===== src/rtl/fifo_param.sv =====
// rtl/fifo_param.sv - parameterised synchronous circular-buffer FIFO with level and sticky error flags
module fifo_param #(
    parameter int WIDTH     = 8,
    parameter int DEPTH     = 4,
    parameter int AFULL_TH  = 3,
    parameter int AEMPTY_TH = 1
) (
    input  logic                     clk,
    input  logic                     rst,
    input  logic [WIDTH-1:0]         in,
    input  logic                     write_en,
    input  logic                     read_en,
    input  logic                     flush,
    input  logic                     err_clr,
    output logic [WIDTH-1:0]         out,
    output logic                     full,
    output logic                     empty,
    output logic                     almost_full,
    output logic                     almost_empty,
    output logic [$clog2(DEPTH):0]   count,
    output logic                     overflow,
    output logic                     underflow
);

    localparam int AW = $clog2(DEPTH);
    localparam int CW = AW + 1;

    logic [WIDTH-1:0] mem [DEPTH];

    logic [AW-1:0]    wptr_q, wptr_d;
    logic [AW-1:0]    rptr_q, rptr_d;
    logic [CW-1:0]    count_q, count_d;
    logic [WIDTH-1:0] out_q, out_d;
    logic             full_q, full_d;
    logic             empty_q, empty_d;
    logic             afull_q, afull_d;
    logic             aempty_q, aempty_d;
    logic             ovf_q, ovf_d;
    logic             udf_q, udf_d;

    logic rd_ok, wr_ok, rd_go, wr_go, ovf_evt, udf_evt, mem_we;

    // Next-state: accept/reject decisions, pointer/count update, flush and reset overrides, flags from the new count
    always_comb begin
        wptr_d  = wptr_q;
        rptr_d  = rptr_q;
        count_d = count_q;
        out_d   = out_q;
        ovf_d   = ovf_q;
        udf_d   = udf_q;

        // A read frees a slot in the same edge, so a full FIFO can still take a write alongside it.
        rd_ok   = read_en && !empty_q;
        wr_ok   = write_en && (!full_q || rd_ok);
        rd_go   = rd_ok && !flush;
        wr_go   = wr_ok && !flush;
        ovf_evt = !flush && write_en && !wr_ok;
        udf_evt = !flush && read_en && !rd_ok;

        // Clear first so an error in the same cycle leaves the flag set.
        if (err_clr) begin
            ovf_d = 1'b0;
            udf_d = 1'b0;
        end
        if (ovf_evt) ovf_d = 1'b1;
        if (udf_evt) udf_d = 1'b1;

        if (rd_go) begin
            out_d  = mem[rptr_q];
            rptr_d = rptr_q + AW'(1);
        end
        if (wr_go) begin
            wptr_d = wptr_q + AW'(1);
        end

        case ({wr_go, rd_go})
            2'b10:   count_d = count_q + CW'(1);
            2'b01:   count_d = count_q - CW'(1);
            default: count_d = count_q;
        endcase

        // Flush only rewinds pointers; stored words stay in the array.
        if (flush) begin
            wptr_d  = '0;
            rptr_d  = '0;
            count_d = '0;
        end

        if (rst) begin
            wptr_d  = '0;
            rptr_d  = '0;
            count_d = '0;
            out_d   = '0;
            ovf_d   = 1'b0;
            udf_d   = 1'b0;
        end

        full_d   = (count_d == CW'(DEPTH));
        empty_d  = (count_d == '0);
        afull_d  = (count_d >= CW'(AFULL_TH));
        aempty_d = (count_d <= CW'(AEMPTY_TH));

        mem_we   = wr_go && !rst;
    end

    // State registers with synchronous active-high reset folded into the next-state logic
    always_ff @(posedge clk) begin
        wptr_q   <= wptr_d;
        rptr_q   <= rptr_d;
        count_q  <= count_d;
        out_q    <= out_d;
        full_q   <= full_d;
        empty_q  <= empty_d;
        afull_q  <= afull_d;
        aempty_q <= aempty_d;
        ovf_q    <= ovf_d;
        udf_q    <= udf_d;
    end

    // Storage array write port; no reset on the array itself
    always_ff @(posedge clk) begin
        if (mem_we) begin
            mem[wptr_q] <= in;
        end
    end

    assign out          = out_q;
    assign count        = count_q;
    assign full         = full_q;
    assign empty        = empty_q;
    assign almost_full  = afull_q;
    assign almost_empty = aempty_q;
    assign overflow     = ovf_q;
    assign underflow    = udf_q;

endmodule

===== config.mk =====
export PLATFORM = sky130hd
export DESIGN_NAME = fifo_param
export DESIGN_NICKNAME = d
export VERILOG_FILES = /design/src/rtl/fifo_param.sv
export SDC_FILE = /design/constraint.sdc
export NUM_CORES = 1
export LEC_CHECK = 0
export ABC_AREA = 1
export CORE_AREA = 2 2 87 97
export DETAILED_ROUTE_END_ITERATION = 10
export DIE_AREA = 0 0 89 99
export SKIP_CTS_REPAIR_TIMING = 1
export SYNTH_ARGS = -nofsm -noshare
export SYNTH_HDL_FRONTEND = slang
export SYNTH_SLANG_ARGS = --single-unit

===== constraint.sdc =====
create_clock -name clk -period 1.9 [get_ports clk]
set_clock_uncertainty 0.05 [all_clocks]
set_input_delay 0.38 -clock clk [delete_from_list [all_inputs] [get_ports clk]]
set_output_delay 0.38 -clock clk [all_outputs]
set_load 0.05 [all_outputs]

==> run metrics, run 1 <==
vias in the first global route=1546; Detailed Place HPWL=3090 um; total number of vias=1621; IO Pins=31; FP Rows=34; post-synth top area share=0.417; Post-Synthesis Cells=243; netlist area before placement=2300 um^2; largest area contributor in the netlist=edfxtp_1; critical path class=register to register; sequence of cells on the critical path=inv_4 -> nand2_4 -> nand2_4 -> nand2_4 -> ha_4 -> fa_2 -> or2_1 -> nand2_2 -> nand2_2 -> inv_2 -> nand2_2 -> inv_2; Worst path max stage delay=0.42 ns; port buffer count=30; Synthesized Nets=263; nature of the critical path endpoint=register; ranking of synthesized cells by area=edfxtp_1 (42%), dfxtp_1 (18%), inv_1 (7.0%), nand2_1 (6.7%), nor2_1 (6.0%); gr ovfl total=0; Die H=99 um; Final Hold Viols=0; number of distinct library cells after synthesis=22; post-DR vias/cell=4.02; max-slew headroom at the worst pin=0.667; status=complete, no violations; worst skew pair latency=0.30 ns; layout cells sized above 1=0.247; worst slew pin tran=0.499 ns; CP arrival=2.07 ns; Detail Route Antenna Nets=0; most frequent cells in the layout=inv_1 (41), nor2_1 (37), nand2_1 (36), buf_4 (33), edfxtp_1 (32); peak supply drop=0.225 mV; commonest non-fill, non-tap cell in the layout=inv_1; Core Area=7830 um^2; Setup-failing EPs final=0; max frequency=535 MHz; Final Max Tran Viols=0; FF+latch count, synth=53; Power Density=705 nW/um^2; MaxCap Viol Count=0; crit path max fanout=4; Hold Crit Class=register to register; clock sinks=53; CP Launch Type=register; Die Span X=89 um; number of CTS-inserted buffers=5; Lkg Pwr=1.26 nW; crit path time final=1.87 ns; Iter 0 DRT Violations=81; htree depth=2; Slowest cell on crit path=fa_2; CTS tree=built; worst hold slack=0.418 ns; GP Congestion=0.743; Ant. Diodes=0; RSZ-0062 raised after global routing=yes; largest net degree at the start of global routing=17; Syn Area/Cell=9.47 um^2; sequential fraction of the synthesis area=0.600; Die ar.=8810 um^2; final wirelength=4470 um; Initial Util=0.294; drt drc=0; Ys Warns=0; CP required=2.10 ns; Area growth syn-to-layout=27.5%; final setup TNS=0 ns; clock-pin slew on the worst setup and hold paths=0.08 ns; Tcrit/Tclk final=0.984; Total GRT Usage=0.108; CTS Root Cell=clkbuf_8; Nets=314; first-pass GRT wire length=7160 um; antenna violations before repair=0; Pre-antenna DRT Iters=4; Max Root-Sink Buffers=2; drt wl/cell=11.1 um
final timing paths:
path              slack, ns  endpoint     start  cells past startpoint
setup / recovery       0.03     empty     empty                     12
hold / removal         0.42  overflow  overflow                      2
setup reg to reg       0.03     empty     empty                     12
hold reg to reg        0.42  overflow  overflow                      2
registers in the layout (all words and copies together) (netlist names):
| name | count |
|---|---|
| almost_full | 1 |
| almost_empty | 1 |
| overflow | 1 |
| mem | 32 |
| underflow | 1 |
| rptr_q | 2 |
| wptr_q | 2 |
| full | 1 |
| count | 3 |
| empty | 1 |
| out | 8 |
kinds of logic (layout without fill, tap and decap cells):
logic type / after synthesis / after routing / share of synthesized area
simple gates: 107 / 107 / 0.208
fa+ha+maj: 6 / 6 / 0.0359
flops: 53 / 53 / 0.600
buf+inv: 55 / 107 / 0.108
compound gates: 22 / 22 / 0.0478
through the flow:
stage	cells	instance area, um^2	setup WS, ns	util	power, mW
final	403	2940	0.0306	0.375	2.07
after global routing	403	2940	-0.0403	0.375	2.17
after CTS	399	2860	-0.196	0.365	2.08
after detailed placement	391	2770	-0.487	0.354	1.48
after global placement	391	2770	-0.461	0.354	1.47
after floorplan	243	2320	0.0304	-	1.39
final cells by class:
| cell class | count | area (um^2) |
|---|---|---|
| repair buffers | 49 | 418 |
| clock buffers | 6 | 72.6 |
| clock inverters | 2 | 11.3 |
| multi-input cells | 135 | 719 |
| fillers | 818 | 4890 |
| well taps | 108 | 135 |
| flip-flops and latches | 53 | 1390 |
| inverters | 50 | 193 |
Yosys cell counts (all sizes together):
library cell	n
a21oi	9
buf	4
clkbuf	1
dfxtp	21
edfxtp	32
fa	1
ha	5
inv	50
nand2	43
nand3	14
nand4	1
nor2	48
o21ai	13
or2	1
report_power, final:
| group | total (mW) | internal (mW) | leakage [nW] | switching, mW |
|---|---|---|---|---|
| Clock | 0.608 | 0.256 | 0.0388 | 0.352 |
| Combinational | 0.210 | 0.0846 | 0.763 | 0.125 |
| Sequential | 1.25 | 1.24 | 0.460 | 0.0125 |
| Total | 2.07 | 1.58 | 1.26 | 0.490 |
worst max-delay path, delay by kind of cell (launching register included):
| kind | cells | cell delay, ns |
|---|---|---|
| flip-flops | 1 | 0.36 |
| AND/OR/NAND/NOR | 7 | 0.64 |
| buffers and inverters | 3 | 0.17 |
| adder cells (fa/ha/maj) | 2 | 0.58 |
per-layer routing:
| layer | wire [um] | track usage | share of wire | vias up |
|---|---|---|---|---|
| met3 | 121 | 0.0235 | 0.027 | 7 |
| met2 | 2290 | 0.177 | 0.51 | 17 |
| met4 | 81 | 0.0517 | 0.018 | 0 |
| li1 | - | - | - | 851 |
| met1 | 1980 | 0.132 | 0.44 | 746 |
| met5 | 0 | 0 | 0 | - |
Note: power is estimated with default switching activity, not from simulation.
==> run 2, diff against run 1 <==
CORE_AREA = 2 2 73 82   (was 2 2 87 97)
DIE_AREA = 0 0 75 84   (was 0 0 89 99)
PLACE_DENSITY = 0.66   (was unset)
==> run 2 against run 1 <==
Die area down 28%. Worst setup slack better by 0.018 ns. Largest power group unchanged. Sequential share of layout area down 0.060 points. Total power up 6.4%. Global-route usage up 4.2 points. First-iteration DRC count unchanged.
==> run metrics, run 2 (synthesized netlist as in run 1, its figures left out) <==
status=complete, no violations; Worst path max stage delay=0.79 ns; Core Area=5550 um^2; Total GRT Usage=0.150; crit path time final=1.85 ns; critical path class=register to output pin; Die Span X=75 um; drt wl/cell=11.5 um; Detailed Place HPWL=2940 um; clock-pin slew on the worst setup and hold paths=0.10 ns; number of CTS-inserted buffers=5; clock sinks=53; Power Density=749 nW/um^2; drt drc=0; gr ovfl total=0; CP bufs+invs=1; worst skew pair latency=0.31 ns; post-DR vias/cell=4.41; CP delay by family, top=buffers and inverters; port buffer count=30; number of flip-flops in the largest register=32; first-pass GRT wire length=6980 um; CTS Root Cell=clkbuf_8; Nets=316; most frequent cells in the layout=inv_1 (42), nand2_1 (37), nor2_1 (36), buf_4 (34), edfxtp_1 (32); Area growth syn-to-layout=27.7%; dpl cells=361; sequence of cells on the critical path=clkdlybuf4s50_1; vias in the first global route=1520; GP Congestion=0.785; MaxCap Viol Count=0; IO Pins=31; Slowest cell on crit path=clkdlybuf4s50_1; layout cells sized above 1=0.253; Die H=84 um; Pre-antenna DRT Iters=4; largest register by flop count=mem; antenna violations before repair=0; final wirelength=4290 um; CTS tree=built; crit path max fanout=1; commonest non-fill, non-tap cell in the layout=inv_1; Setup-failing EPs final=0; Ant. Diodes=0; Tcrit/Tclk final=0.974; max frequency=540 MHz; CP required=1.47 ns; htree depth=2; Max Root-Sink Buffers=2; total number of vias=1649; final setup TNS=0 ns; Final Max Tran Viols=0; CP arrival=1.42 ns; Detail Route Antenna Nets=0; FP Rows=29; CP Launch Type=register; worst slew pin tran=0.513 ns; Hold Crit Class=primary input to register; Iter 0 DRT Violations=81; largest net degree at the start of global routing=19; peak supply drop=0.419 mV; Final Hold Viols=0; Initial Util=0.415; nature of the critical path endpoint=output pin; max-slew headroom at the worst pin=0.657; Die ar.=6300 um^2; Cell Count, Final, Fillers Out=374; Lkg Pwr=1.30 nW
==> run 2: cell count changes in the layout (fill, tap and decap cells not counted), sizes merged <==
cell,previous run,this run
buf,33,34
clkdlybuf4s50,12,11
clkinvlp,1,0
dlymetal6s2s,4,6
inv,50,51
==> run 2: worst paths after layout <==
kind	from	to	slack, ns	cells past startpoint
min	read_en	underflow	0.40	3
max reg2reg	empty	empty	0.07	12
max	almost_full	almost_full	0.05	1
min reg2reg	overflow	overflow	0.43	2
==> run 2: final cells by class <==
type / instances / area [um^2]
clock inverter: 2 / 20.0
tap: 77 / 96.3
multi-input combinational: 135 / 709
clock buffer: 6 / 93.8
inverter: 50 / 193
fill: 501 / 2610
sequential: 53 / 1390
timing repair buffer: 51 / 440
==> run 2: where the power goes <==
part           internal, mW  switching [mW]  leakage, nW
sequential             1.24          0.0117        0.460
clock                 0.351           0.391       0.0584
combinational        0.0844           0.125        0.778
==> run 2: metrics by stage <==
step,area (um^2),utilization,total power [mW],setup slack (ns),hold slack (ns)
after floorplan,2320,-,1.39,0.0304,0.429
after global placement,2750,0.494,1.47,-0.470,0.415
after detailed placement,2750,0.494,1.47,-0.508,0.419
after CTS,2860,0.515,2.21,-0.178,0.433
after global routing,2940,0.529,2.29,-0.0550,0.433
final,2940,0.529,2.20,0.0491,0.399
==> run 2: per-layer routing <==
| layer | routed length, um | vias up | share of wire | global-route usage |
|---|---|---|---|---|
| met5 | 0 | - | 0 | 0 |
| met3 | 179 | 6 | 0.042 | 0.0447 |
| met4 | 57 | 0 | 0.013 | 0.0633 |
| li1 | - | 859 | - | - |
| met2 | 2180 | 38 | 0.51 | 0.234 |
| met1 | 1870 | 746 | 0.44 | 0.190 |
==> run 3, diff against run 2 <==
ABC_AREA = unset   (was 1)
CORE_AREA = 2 2 70 78   (was 2 2 73 82)
DIE_AREA = 0 0 72 80   (was 0 0 75 84)
SKIP_CTS_REPAIR_TIMING = unset   (was 1)
==> run 3 against run 2 <==
The flow now finishes with violations (negative setup slack). Global-route usage barely moved. Fmax fell by 13%. Die area fell by 8.6%. Combinational power fell by 28%. Clock-buffer cell count fell by 1. Synthesized cell count fell by 40%. Total power fell by 9.0%. Non-clock buffer count rose by 9. Core utilization rose by 2.6 points. Clock power fell by 17%. Critical path depth rose by 8.
==> run metrics, run 3 <==
Hold Path Origin=out[3]; post-DR vias/cell=4.90; layout cells sized above 1=0.370; Worst R2R Path Depth=9; max frequency=468 MHz; Final Max Tran Viols=0; GP Congestion=0.753; Nets=227; FF+latch count, synth=53; number of distinct library cells after synthesis=29; crit path time final=2.14 ns; reg2reg start=empty; drt drc=0; sequential fraction of the synthesis area=0.670; Pre-antenna DRT Iters=6; FP Rows=27; Hold Path End=out[3]; nature of the critical path endpoint=register; cell with the most instances after synthesis=edfxtp_1; Tot Pwr=2.00 mW; hold buffers post-CTS=0; Hold Crit Class=register to register; Die H=80 um; total number of vias=1303; Die Span X=72 um; CP Launch Type=register; Worst path max stage delay=0.45 ns; Reg2Reg Capture Point=empty; MaxCap Viol Count=0; Setup-failing EPs final=5; Detail Route Antenna Nets=0; CP arrival=2.28 ns; drt wl/cell=14.4 um; fillers=416; Lkg Pwr=1.06 nW; most frequent cells after synthesis=edfxtp_1 (32), dfxtp_1 (21), nand2_1 (19), nor2_1 (11), a21oi_1 (10); CTS Root Cell=clkbuf_8; gr ovfl total=0; CP required=2.05 ns; antenna violations before repair=0; Area growth syn-to-layout=33.9%; Iter 0 DRT Violations=54; Power Density=726 nW/um^2; Ant. Diodes=0; Detailed Place HPWL=2800 um; CTS tree=built; htree depth=2; Synthesized Nets=166; register-to-register setup slack=-0.24 ns; Tcrit/Tclk final=1.13; Final Hold Viols=0; largest register by flop count=mem; most frequent cells in the layout=buf_4 (44), edfxtp_1 (32), dfxtp_1 (20), nand2_1 (19); multi-input gate area in the final layout=688 um^2; max-slew headroom at the worst pin=0.663; final setup margin=-0.239 ns; Die ar.=5760 um^2; netlist area before placement=2060 um^2; sequence of cells on the critical path=nand2b_4 -> a21boi_4 -> inv_2 -> ha_4 -> fa_2 -> xnor2_2 -> or4_4 -> nand2_4 -> nor2_2; Post-Synthesis Cells=146; largest net degree at the start of global routing=18; first-pass GRT wire length=6390 um; final wirelength=3830 um; ranking of synthesized cells by area=edfxtp_1 (47%), dfxtp_1 (20%), mux4_2 (8.7%), nand2_1 (3.5%), ha_1 (3.0%); Max Root-Sink Buffers=2; hold path cells=2; Slowest cell on crit path=or4_4; EDFF count, synth=32; clock-pin slew on the worst setup and hold paths=0.09 ns; Initial Util=0.415; commonest non-fill, non-tap cell in the layout=buf_4; critical path class=register to register; Core Area=4970 um^2; worst skew pair latency=0.30 ns; number of flip-flops in the largest register=32; final setup TNS=-1.10 ns; largest area contributor in the netlist=edfxtp_1; commonest register cell after synthesis=edfxtp_1; IO Pins=31; RSZ-0062 raised after global routing=yes; Syn Area/Cell=14.1 um^2; port buffer count=30; Total GRT Usage=0.150; worst slew pin tran=0.504 ns; peak supply drop=0.559 mV; Ys Warns=0; vias in the first global route=1384; clock sinks=53; violated checks=negative setup slack; crit path max fanout=3; number of CTS-inserted buffers=5; FF/Latch Area=1390 um^2; status=complete, but fails checks; post-synth top area share=0.466; Post-synth ARST share=0
[run 3: what timing repair did]
action	4_1_cts	5_1_grt
endpoints found under the setup margin	38	9
gates resized for setup	7	6
setup buffers	4	3
pin swaps	7	5
[run 3: worst max-delay path, delay by kind of cell (launching register included)]
kind | cells | cell delay (ns)
AO/OA/AOI/OAI | 1 | 0.17
flip-flops | 1 | 0.35
buffers and inverters | 1 | 0.07
AND/OR/NAND/NOR | 4 | 0.72
adder cells (fa/ha/maj) | 2 | 0.52
XOR/XNOR | 1 | 0.15
[run 3: power by group]
| group | internal [mW] | leakage [nW] | switching, mW |
|---|---|---|---|
| sequential | 1.23 | 0.459 | 0.00717 |
| clock | 0.262 | 0.0445 | 0.355 |
| combinational | 0.0759 | 0.558 | 0.0750 |
[run 3: layer usage]
layer | share of wire | GRT usage
met5 | 0 | 0
met1 | 0.41 | 0.173
met4 | 0.016 | 0.0566
met3 | 0.046 | 0.0379
met2 | 0.53 | 0.266
[run 3: per-stage QoR]
| step | area [um^2] | util | setup WS [ns] | hold slack, ns | cells |
|---|---|---|---|---|---|
| after floorplan | 2110 | - | -0.279 | 0.416 | 146 |
| after global placement | 2600 | 0.524 | -0.710 | 0.396 | 251 |
| after detailed placement | 2600 | 0.524 | -0.796 | 0.407 | 251 |
| after CTS | 2720 | 0.548 | -0.335 | 0.421 | 263 |
| after global routing | 2760 | 0.556 | -0.323 | 0.437 | 266 |
| final | 2760 | 0.556 | -0.239 | 0.417 | 266 |
[run 3: how the worst max path moves through the flow]
stage | start | endpoint | slack [ns] | cells after the start
global route | empty | empty | -0.32 | 11
global placement | flush | empty | -0.71 | 10
CTS | empty | empty | -0.33 | 9
detailed placement | flush | empty | -0.80 | 10
finish | empty | empty | -0.24 | 9
floorplan | flush | empty | -0.28 | 9
[run 3: cell families (layout without fill, tap and decap cells)]
family,after synthesis,after routing,share of synthesized area
buffers and inverters,13,75,0.0285
multiplexers,9,9,0.0922
adder cells (fa/ha/maj),6,6,0.0400
AND/OR/NAND/NOR,44,44,0.101
AO/OA/AOI/OAI,16,16,0.0467
XOR/XNOR,5,5,0.0212
flip-flops,53,53,0.670
[run 3: layout make-up]
type                            instances  area share
Multi-Input combinational cell         80       0.249
Tap cell                               58      0.0263
Timing Repair Buffer                   60       0.180
Inverter                                7     0.00952
Sequential cell                        53       0.502
Clock inverter                          3     0.00771
Clock buffer                            5      0.0249
